<file path="src/rtl/wb_mux_reg.sv">
// wb_mux_reg: registered Wishbone single-master, N-slave address decoder and data mux with timeout
module wb_mux_reg #(
    parameter int                    NSLAVES      = 6,
    parameter int                    AW           = 32,
    parameter int                    DW           = 32,
    parameter logic [NSLAVES*AW-1:0] MATCH_ADDR   = '0,
    parameter logic [NSLAVES*AW-1:0] MATCH_MASK   = '0,
    parameter int                    TMOBITS      = 8,
    parameter int                    TIMEOUT      = 255,
    parameter bit                    UNMAPPED_ERR = 1'b1,
    parameter logic [DW-1:0]         DEFAULT_DATA = {DW{1'b1}}
) (
    input  logic                    clk,
    input  logic                    reset,
    input  logic [AW-1:0]           m_adr_i,
    input  logic [DW-1:0]           m_dat_i,
    output logic [DW-1:0]           m_dat_o,
    input  logic                    m_we_i,
    input  logic [DW/8-1:0]         m_sel_i,
    input  logic                    m_stb_i,
    input  logic                    m_cyc_i,
    output logic                    m_ack_o,
    output logic                    m_err_o,
    output logic                    m_rty_o,
    output logic [NSLAVES*AW-1:0]   s_adr_o,
    output logic [NSLAVES*DW-1:0]   s_dat_o,
    input  logic [NSLAVES*DW-1:0]   s_dat_i,
    output logic [NSLAVES-1:0]      s_we_o,
    output logic [NSLAVES*DW/8-1:0] s_sel_o,
    output logic [NSLAVES-1:0]      s_stb_o,
    output logic [NSLAVES-1:0]      s_cyc_o,
    input  logic [NSLAVES-1:0]      s_ack_i,
    input  logic [NSLAVES-1:0]      s_err_i,
    input  logic [NSLAVES-1:0]      s_rty_i,
    output logic                    timeout_o,
    output logic [15:0]             err_count_o
);
    localparam int IW = NSLAVES > 1 ? $clog2(NSLAVES) : 1;
    localparam int SW = DW / 8;
    typedef enum logic [1:0] {IDLE, BUSY, RESP} state_t;
    state_t             state, state_d;
    logic [AW-1:0]      adr_q;
    logic [DW-1:0]      dat_q;
    logic               we_q;
    logic [SW-1:0]      sel_q;
    logic [IW-1:0]      idx_q;
    logic [TMOBITS-1:0] cnt;
    logic               hit;
    logic [IW-1:0]      hit_idx;
    logic               req, rd, tmo;
    logic               sl_ack, sl_err, sl_rty;
    logic [DW-1:0]      sl_dat;
    logic               rsp_ack, rsp_err, rsp_rty, rsp_tmo;
    assign req    = m_cyc_i && m_stb_i;
    assign sl_ack = s_ack_i[idx_q];
    assign sl_err = s_err_i[idx_q];
    assign sl_rty = s_rty_i[idx_q];
    assign sl_dat = s_dat_i[idx_q*DW +: DW];
    assign tmo    = cnt == TMOBITS'(TIMEOUT - 1);
    assign rd     = state == BUSY ? !we_q : !m_we_i;
    assign s_adr_o = {NSLAVES{adr_q}};
    assign s_dat_o = {NSLAVES{dat_q}};
    assign s_we_o  = {NSLAVES{we_q}};
    assign s_sel_o = {NSLAVES{sel_q}};
    assign s_stb_o = state == BUSY ? NSLAVES'(1) << idx_q : '0;
    assign s_cyc_o = s_stb_o;
    // Address decode: scan downwards so the lowest matching slave wins
    always_comb begin
        hit     = 1'b0;
        hit_idx = '0;
        for (int i = NSLAVES - 1; i >= 0; i--)
            if ((m_adr_i & MATCH_MASK[i*AW +: AW]) == (MATCH_ADDR[i*AW +: AW] & MATCH_MASK[i*AW +: AW])) begin
                hit     = 1'b1;
                hit_idx = IW'(i);
            end
    end
    // State register
    always_ff @(posedge clk)
        state <= reset ? IDLE : state_d;
    // Next state and the response to be registered at this edge (err > ack > rty > timeout)
    always_comb begin
        state_d = state;
        rsp_ack = 1'b0;
        rsp_err = 1'b0;
        rsp_rty = 1'b0;
        rsp_tmo = 1'b0;
        case (state)
            IDLE: if (req) begin
                state_d = hit ? BUSY : RESP;
                rsp_err = !hit && UNMAPPED_ERR;
                rsp_ack = !hit && !UNMAPPED_ERR;
            end
            BUSY: if (!m_cyc_i) state_d = IDLE;
                else if (sl_err || sl_ack || sl_rty || tmo) begin
                    state_d = RESP;
                    rsp_ack = !sl_err && sl_ack;
                    rsp_rty = !sl_err && !sl_ack && sl_rty;
                    rsp_tmo = !sl_err && !sl_ack && !sl_rty;
                    rsp_err = sl_err || rsp_tmo;
                end
            RESP: state_d = IDLE;
            default: state_d = IDLE;
        endcase
    end
    // Request latch, timeout counter, registered master response and error counter
    always_ff @(posedge clk) begin
        if (reset) begin
            adr_q       <= '0;
            dat_q       <= '0;
            we_q        <= 1'b0;
            sel_q       <= '0;
            idx_q       <= '0;
            cnt         <= '0;
            m_dat_o     <= '0;
            m_ack_o     <= 1'b0;
            m_err_o     <= 1'b0;
            m_rty_o     <= 1'b0;
            timeout_o   <= 1'b0;
            err_count_o <= '0;
        end else begin
            if (state == IDLE && req) begin
                adr_q <= m_adr_i;
                dat_q <= m_dat_i;
                we_q  <= m_we_i;
                sel_q <= m_sel_i;
                idx_q <= hit_idx;
            end
            cnt       <= state == BUSY ? cnt + 1'b1 : '0;
            m_ack_o   <= rsp_ack;
            m_err_o   <= rsp_err;
            m_rty_o   <= rsp_rty;
            timeout_o <= rsp_tmo;
            if (rsp_ack && rd) m_dat_o <= state == BUSY ? sl_dat : DEFAULT_DATA;
            if (rsp_err && err_count_o != 16'hffff) err_count_o <= err_count_o + 16'd1;
        end
    end
endmodule

</file>
<file path="config.mk">
export PLATFORM = sky130hd
export DESIGN_NAME = wb_mux_reg
export DESIGN_NICKNAME = d
export VERILOG_FILES = /design/src/rtl/wb_mux_reg.sv
export SDC_FILE = /design/constraint.sdc
export NUM_CORES = 1
export LEC_CHECK = 0
export ABC_AREA = 1
export CORE_AREA = 2 2 299 301
export DETAILED_ROUTE_END_ITERATION = 16
export DIE_AREA = 0 0 301 303
export HOLD_SLACK_MARGIN = 0.1
export SLEW_MARGIN = 10
export SYNTH_ARGS = -nofsm -noshare
export SYNTH_HDL_FRONTEND = slang
export SYNTH_SLANG_ARGS = --single-unit
</file>
<file path="constraint.sdc">
create_clock -name clk -period 1.7 [get_ports clk]
set_input_delay 0.425 -clock clk [delete_from_list [all_inputs] [get_ports clk]]
set_output_delay 0.425 -clock clk [all_outputs]
set_load 0.005 [all_outputs]
</file>
==> impl_metrics.toml <==
[cells_and_area]
area_growth_pct = 82.2
utilization_pct = 16.2
final_cell_mix = "dlygate4sd2_1, nor2_1, clkdlybuf4s15_1"
drive_gt1_share_pct = 28.6
nets = 1682
layout_commonest_cell = "dlygate4sd2_1"

[global_route]
grt_pass1_vias = 7040
grt_max_degree = 52
overflow = 0
antenna_found_initial = 6
grt_pass1_wl_um = 47200
track_usage_pct = 7.31

[pwr]
power_density_mw_per_mm2 = 671
pwr-share-seq_pct = 34.6
switching_share_pct = 29.5
pwr-share-clk_pct = 42.0
irDropWorstVdd_mv = 0.780
p_leak_nw = 6.55
p_int_mw = 6.75
p_comb_share_pct = 23.4
p_switching_mw = 2.82

[cts]
cts-root-buf = "clkbuf_16"
cts_buffers = 17
h-tree-depth = 4
clock_sink_count = 131
clockBufferDepth = 2
insertion_delay_ps = 490
cts_tree = "done"
clk_pin_slew_ps = 70
hold_buffers = 0

[worst_setup_path]
end_kind = "output port"
cp_max_fo = 4
critPathBufInv = 2
critPathSlowestCell = "dfxtp_4"
crit_required_ps = 1270
worstPathArrival_ps = 1240
timing.critical_path.cells = "buf_4 > dlygate4sd2_1"
slowest_delay_ps = 360
crit_type = "reg -> out"
path_delay_family = "buffers and inverters"
worstSetupStartpointType = "flop"

[sta]
fin_worst_skew_ps = 9.22
finalSetupViolCount = 0
fin_ws_ps = 34.4
period_minus_slack_ps = 1670
whs_ps = 465
finalHoldViolations = 0
fmax_ghz = 0.600
slew_violations = 0
rsz0062_at_grt = "yes"
fin_crit_sh_pct = 98.0

[route]
drtPass1Iterations = 4
detail_route.wl_per_cell_um = 13.3
via_per_inst = 2.90
drtIter0Drc = 312
wl_um = 34300
drtAntennaViolNets = 0
vias = 7473
route.detailed.drc = 0

[floorplan]
initial_core_util_pct = 8.90
die_area_sq_mm = 0.0912
dieWidth_um = 301
dieHeight_um = 303
io_pins = 761
row_count = 109
coreArea_sq_mm = 0.0880

[run_status]
status = "completed"

[synthesis]
yosys.cell_types.count = 32
syn_avg_cell_area_sq_um = 7.67
yosys_warnings = 0
yosysSeqAreaShare_pct = 33.5
syn_inst = 1021
synth_area_sq_mm = 0.00783
synth_seq_cells = 131

[worst_hold_path]
min_path_type = "reg -> reg"

[placement]
gp_congestion = 0.779
io_buffers = 575
hpwl_um = 26200
pre_cts_ws_ps = -289

[flow_run]
max_cap_violations = 0
through the flow:
step                      TNS [ps]  area, sq um  power, mW  cells
after floorplan                  0         7860       4.57   1030
after global placement      -20840        13000       5.81   2454
after CTS                    -3220        14300       9.89   2578
after global routing          -154        14300       10.1   2575
after detailed placement    -22510        13000       5.82   2454
final                            0        14300       9.57   2577
area by class of cell:
cell class	instances	area, sq um
flip-flops and latches	131	2890
multi-input cells	479	2300
well taps	1165	1460
clock inverters	14	165
diodes	3	7.51
inverters	25	100
fillers	10000	73700
repair buffers	742	6910
clock buffers	18	439
state kept, by name, summed over array words and instances (netlist names), 2 cells and up:
name and flops:
dat_q 32, m_dat_o 32, state 2, err_count_o 16, sel_q 4, cnt 8
adr_q 32
cell families (layout without fill, tap and decap cells):
| kind of cell | after synthesis | in the layout | share of synthesized area, % |
|---|---|---|---|
| xor+xnor | 10 | 10 | 1.12 |
| simple gates | 329 | 329 | 18.5 |
| fa+ha+maj | 3 | 3 | 0.480 |
| other cells | 1 | 13 | 0.0479 |
| buf+inv | 420 | 799 | 37.7 |
| flops | 131 | 131 | 33.5 |
| compound gates | 127 | 127 | 8.65 |
what timing repair did:
item	CTS	global route
setup buffers	92	2
pin swaps	0	1
cloned	0	1
resized for setup	909	101
endpoints found under the setup margin	468	136
path summary, 6_finish.rpt:
path | startpoint | slack, ps | cells after the start | end
worst min register to register | cnt[0] | 460 | 1 | cnt[0]
worst max register to register | cnt[0] | 160 | 11 | err_count_o[9]
worst min-delay path | cnt[0] | 460 | 1 | cnt[0]
worst max-delay path | sel_q[0] | 30 | 2 | s_sel_o[16]
metal layers:
metal  up-vias  GRT usage [%]  share of wire, %
met5         -              0             0.099
met4         6           2.84               1.9
met3        32           3.39                10
met2       378           11.9                47
met1      3433           8.26                41
li1       3624              -                 -
power by group through the flow:
| stage | clock, mW | sequential, mW | combinational (mW) |
|---|---|---|---|
| 4_1_cts | 4.28 | 3.30 | 2.30 |
| 6_report | 4.02 | 3.31 | 2.24 |
| 5_1_grt | 4.35 | 3.33 | 2.43 |
| 3_5_place_dp | 0 | 3.47 | 2.34 |
| 3_3_place_gp | 0 | 3.47 | 2.34 |
| 2_1_floorplan | 0 | 3.44 | 1.13 |
Yosys cell counts, drive strengths merged:
cell type | count | area [sq um]
o21a | 1 | 7.51
xor2 | 4 | 35.0
o21ai | 106 | 531
conb | 1 | 3.75
a31oi | 1 | 6.26
dfxtp | 131 | 2620
clkbuf | 25 | 93.8
inv | 25 | 93.8
nor2 | 208 | 817
nor3 | 36 | 191
nand3 | 14 | 92.6
nor3b | 2 | 15.0
buf | 370 | 2760
nand4 | 8 | 50.1
nand2 | 61 | 282
xnor2 | 6 | 52.6
ha | 3 | 37.5
a21oi | 19 | 133
worst reg2reg max path, stage by stage, from the launching register on:
cell	delay, ps
dfxtp_1	330
inv_1	60
ha_1	130
inv_1	40
nor2_1	160
nand3_2	130
nand2_4	110
nand2_4	60
nor2_2	120
buf_12	160
nand2_2	50
a21oi_2	110
No activity file was read; power rests on OpenSTA's default activity.
